<file path="src/rtl/csa_nibble_seq.sv">
// csa_nibble_seq: multi-cycle W-bit adder that reuses one 4-bit carry-select slice, LSB nibble first.
// Latency: out_valid rises NIBBLES edges after the accept edge; the minimum issue interval is NIBBLES+2 cycles.
// Backpressure: in_ready is high only in IDLE; the result is held in DONE until out_ready is seen.
//
// Ports:
//   clk, rst            rising-edge clock, synchronous active-high reset
//   in_valid/in_ready   operand handshake for a, b, cin (and sub when CSA_SEQ_SUB_EN)
//   out_valid/out_ready result handshake for sum, cout
//   busy                high while a computation is in flight or a result is waiting
// Optional macro CSA_SEQ_SUB_EN adds input `sub` (1 = compute a - b, cout = no-borrow).

// 4-bit carry-select slice: two ripple sums (carry-in 0 and 1) selected by ci.
module csa (
  input  logic [3:0] a,
  input  logic [3:0] b,
  input  logic       ci,
  output logic [3:0] s,
  output logic       co
);
  logic [4:0] r0;
  logic [4:0] r1;

  assign r0 = {1'b0, a} + {1'b0, b};
  assign r1 = {1'b0, a} + {1'b0, b} + 5'd1;
  assign {co, s} = ci ? r1 : r0;
endmodule

module csa_nibble_seq #(
  parameter int NIBBLES = 4,
  parameter int W       = 4 * NIBBLES
) (
  input  logic         clk,
  input  logic         rst,
  input  logic         in_valid,
  output logic         in_ready,
`ifdef CSA_SEQ_SUB_EN
  input  logic         sub,
`endif
  input  logic [W-1:0] a,
  input  logic [W-1:0] b,
  input  logic         cin,
  output logic         out_valid,
  input  logic         out_ready,
  output logic [W-1:0] sum,
  output logic         cout,
  output logic         busy
);
  localparam int CW = (NIBBLES > 1) ? $clog2(NIBBLES) : 1;
  localparam logic [CW-1:0] CNT_LAST = CW'(NIBBLES - 1);

  typedef enum logic [1:0] {IDLE, RUN, DONE} state_t;

  state_t        state;
  logic [W-1:0]  a_sh;
  logic [W-1:0]  b_sh;
  logic          carry;
  logic [CW-1:0] cnt;
  logic [3:0]    slice_s;
  logic          slice_co;
  logic          take_b_inv;

`ifdef CSA_SEQ_SUB_EN
  assign take_b_inv = sub;
`else
  assign take_b_inv = 1'b0;
`endif

  csa u_csa (
    .a  (a_sh[3:0]),
    .b  (b_sh[3:0]),
    .ci (carry),
    .s  (slice_s),
    .co (slice_co)
  );

  // Decoded from state only so the producer never sees a combinational path from in_valid.
  assign in_ready = (state == IDLE) && !rst;
  assign busy     = (state != IDLE);

  always_ff @(posedge clk) begin
    if (rst) begin
      state     <= IDLE;
      a_sh      <= '0;
      b_sh      <= '0;
      carry     <= 1'b0;
      cnt       <= '0;
      out_valid <= 1'b0;
      sum       <= '0;
      cout      <= 1'b0;
    end else begin
      case (state)
        IDLE: begin
          if (in_valid) begin
            a_sh  <= a;
            // Subtraction is a + ~b + 1: invert B and force the initial carry.
            b_sh  <= take_b_inv ? ~b : b;
            carry <= take_b_inv ? 1'b1 : cin;
            cnt   <= '0;
            state <= RUN;
          end
        end
        RUN: begin
          sum[{cnt, 2'b00} +: 4] <= slice_s;
          carry <= slice_co;
          a_sh  <= a_sh >> 4;
          b_sh  <= b_sh >> 4;
          cnt   <= cnt + 1'b1;
          if (cnt == CNT_LAST) begin
            cout      <= slice_co;
            out_valid <= 1'b1;
            state     <= DONE;
          end
        end
        DONE: begin
          if (out_ready) begin
            out_valid <= 1'b0;
            state     <= IDLE;
          end
        end
        default: state <= IDLE;
      endcase
    end
  end
endmodule
</file>
<file path="config.mk">
export PLATFORM = sky130hd
export DESIGN_NAME = csa_nibble_seq
export DESIGN_NICKNAME = d
export VERILOG_FILES = /design/src/rtl/csa_nibble_seq.sv
export SDC_FILE = /design/constraint.sdc
export NUM_CORES = 1
export LEC_CHECK = 0
export CORE_MARGIN = 2
export CORE_UTILIZATION = 43
export CTS_CLUSTER_SIZE = 8
export DETAILED_ROUTE_END_ITERATION = 8
export HOLD_SLACK_MARGIN = 0.08
export PLACE_DENSITY = 0.67
export SLEW_MARGIN = 20
export SYNTH_ARGS = -nofsm -noshare
export SYNTH_HDL_FRONTEND = slang
export SYNTH_HIERARCHICAL = 1
export SYNTH_SLANG_ARGS = --single-unit
</file>
<file path="constraint.sdc">
create_clock -name clk -period 6.4 [get_ports clk]
set_input_delay 1.28 -clock clk [delete_from_list [all_inputs] [get_ports clk]]
set_output_delay 1.28 -clock clk [all_outputs]
set_load 0.03 [all_outputs]
</file>
==> impl_metrics.csv <==
group,metric,value,unit
critical_path,critPathSlowestCell,"buf_2",
critical_path,worstPathMaxFanout,54,
power_and_ir_drop,worst_ir_drop_vdd,0.0001249,V
global_route,gr-usage-all-layers,0.1651,
sta,hold_viol_final,0,
layout,fillCellCount,566,
logic_synthesis,synth_xor_area_frac,0.01631,
floorplan,design.portCount,57,
critical_path,worstPathRequired,5.12,ns
sta,tns,0,ns
clocking,clk_pin_slew_worst_paths,0.09,ns
critical_path,start_kind,"input port",
critical_path,cp_data_arrival_time,2.76,ns
sta,finClkSkew,0.002792,ns
status,status,"complete, no violations",
floorplan,std_cell_rows,28,
logic_synthesis,yosysTopAreaCellShare,0.4101,
logic_synthesis,synth_common_cells,"55 x dfxtp_1, 45 x nor2_1, 22 x a211oi_1, 19 x mux2i_1",
logic_synthesis,yosysSeqAreaShare,0.4101,
logic_synthesis,yosysWarnings,6,
layout,drive_gt1_frac,0.04360,
placed_design,io_buffer_count,56,
layout,layout.nets,392,
logic_synthesis,synth_edf_count,0,
logic_synthesis,synth_fa_ha_area_frac,0.05871,
sta,slew_headroom,0.3432,
placed_design,numPlacedInstances,411,
logic_synthesis,syn_inst,300,
sta,finalMaxSlewViolations,0,
clocking,clk_latency,0.30,ns
clocking,hold_buffers,0,
routing,drcViolationCount,0,
floorplan,dieWidth,83.02,um
logic_synthesis,synth_compound_area_frac,0.1976,
global_route,grt_pass1_wl,9508,um
layout,stdcell_count,419,
clocking,htreeDepth,2,
placed_design,gp_congestion,0.8304,
power_and_ir_drop,p_leak,1.289,nW
logic_synthesis,synth_top_cell_by_area,"dfxtp_1",
routing,viasPerCell,5.255,
placed_design,hpwlAfterDp,3959,um
critical_path,path_class,"input port to primary output",
layout,diodes,0,
routing,ant_nets,0,
logic_synthesis,synth.lib_cells_used.distinct,40,
floorplan,start_util,0.4482,
clocking,numCtsBuffers,5,
logic_synthesis,synthFlopType,"dfxtp_1",
routing,drt-initial-drc-count,69,
routing,via_count,2202,
clocking,cts-resized-gates,0,
clocking,cts_sinks,55,
global_route,grt_overflow,0,
logic_synthesis,yosysMostFrequentCell,"dfxtp_1",
critical_path,rrSetupSlack,3.86,ns
logic_synthesis,muxShareOfSynthArea,0.07083,
routing,drt-pass1-iter-count,4,
sta,setup_viol,0,
global_route,grt_max_degree,55,
sta,min_period,4.040,ns
global_route,first_global_vias,2077,
sta,rsz0062_at_grt,"false",
logic_synthesis,synth-simple-area-share,0.1822,
layout,regArea,1105,sq um
logic_synthesis,synth.avg_cell_area,8.950,sq um
logic_synthesis,yosys-top-cells-area,"dfxtp_1 41%, mux2i_1 7.1%, nor2_1 6.3%, a211oi_1 6.2%, ha_1 5.1%",
logic_synthesis,synth_top_family_by_area,"compound AO/OA/AOI/OAI gates",
critical_path,crit_buf_inv,2,
run,max_cap_violations,0,
logic_synthesis,syn_area,2685,sq um
sta,tightestPinTransition,0.9853,ns
floorplan,core_area,5991,sq um
logic_synthesis,synthArstFlopShare,0,
logic_synthesis,ys_ff_latch,55,
logic_synthesis,synth_nets,349,
sta,fmaxAchievable,0.2475,GHz
clocking,clk_path_buf_depth,2,
routing,totalWireLength,5711,um
floorplan,fp.dieH,83.02,um
sta,period_share,0.6313,
layout,syn_to_final_growth,24.65,%
clocking,root_buffer,"clkbuf_8",
global_route,antenna_found_initial,0,
critical_path,endpoint_kind,"primary output",
routing,avgRoutedWirePerCell,13.63,um
floorplan,dieArea,6892,sq um
critical_path,crit_path_max_incr_delay,0.72,ns
layout,multi_input_area,1411,sq um
power_and_ir_drop,powerDensity,226.0,nW/um^2
clocking,cts_tree,"built",
hold_path,min_path_type,"flip-flop to flip-flop",
power_and_ir_drop,power,0.7563,mW
critical_path,crit_chain,"buf_2, nor2_1, clkdlybuf4s50_1",
critical_path,crit_family,"buffers and inverters",
clocking,cts_setup_buffers,0,
-- final cells by class --
cell class / count / share of cell area
Tap cell: 75 / 0.02804
Sequential cell: 55 / 0.3301
Timing Repair Buffer: 56 / 0.1660
Clock inverter: 2 / 0.01047
Inverter: 17 / 0.01907
Multi-Input combinational cell: 208 / 0.4217
Clock buffer: 6 / 0.02467
-- routing by layer --
layer  global-route usage  vias to the layer above  share of wire
li1                     -                     1146              -
met1               0.2237                     1020           0.51
met2               0.2639                       27           0.45
met3              0.02584                        9          0.018
met4              0.06408                        0          0.018
met5                    0                        -              0
-- layout by cell type (no fill, tap or decap), types with 2 or more instances in the layout --
master / netlist / layout
a22oi_1: 8 / 8
o21ai_0: 2 / 2
mux2i_1: 19 / 19
nor3b_1: 3 / 3
ha_1: 11 / 11
nand4_1: 4 / 4
a22o_1: 12 / 12
o21a_1: 2 / 2
a211oi_1: 22 / 22
nor3_1: 2 / 2
a2bb2oi_1: 2 / 2
xnor2_1: 2 / 2
inv_1: 17 / 17
clkdlybuf4s50_1: 0 / 55
a21oi_1: 17 / 17
nand2_1: 16 / 16
nor2_1: 45 / 45
nand2b_1: 2 / 2
nor2b_1: 3 / 3
nand3_1: 9 / 9
nand3b_1: 5 / 5
and3b_1: 3 / 3
a31oi_1: 2 / 2
xor2_1: 3 / 3
a221oi_1: 3 / 3
dfxtp_1: 55 / 54
clkbuf_8: 0 / 6
-- report_power, final --
group	internal [mW]	total (mW)	switching, mW
Clock	0.127	0.237	0.111
Combinational	0.0661	0.138	0.0716
Sequential	0.362	0.381	0.0192
-- path summary, 6_finish.rpt --
kind / start / cells past startpoint / to
worst min register to register: sum[15] / 2 / sum[15]
worst max-delay path: rst / 3 / in_ready
worst min-delay path: sum[15] / 2 / sum[15]
worst max register to register: b_sh[0] / 11 / carry
-- through the flow --
stage | util | hold slack [ns] | cell area (sq um) | setup WS (ns)
after floorplan | - | 0.4463 | 2685 | 3.104
after global placement | 0.5386 | 0.4439 | 3227 | 2.338
after detailed placement | 0.5386 | 0.4484 | 3227 | 2.361
after CTS | 0.5583 | 0.4613 | 3344 | 2.347
after global routing | 0.5587 | 0.4836 | 3347 | 2.247
final | 0.5587 | 0.4597 | 3347 | 2.360
-- worst reg2reg max path: stages (launching register included) --
cell       delay, ns
dfxtp_1         0.35
ha_1            0.19
inv_1           0.06
fa_1            0.48
inv_1           0.08
ha_1            0.14
nand2_1         0.10
or4_1           0.41
a2bb2oi_1       0.14
nand3_1         0.17
mux2i_1         0.09
a211oi_1        0.24
-- logic make-up after synthesis --
group / count (synthesis)
xor gates and xnor gates: 5
buffers and inverters: 37
muxes: 19
adders and majority gates: 12
AOI/OAI and AO/OA: 74
DFF: 55
and+or+nand+nor: 98
-- state kept, by name, summed over array words and instances, names as in the netlist --
signal	count
a_sh	16
sum	16
cout	1
state	2
cnt	2
carry	1
b_sh	16
out_valid	1
No activity file was read; power rests on OpenSTA's default activity.
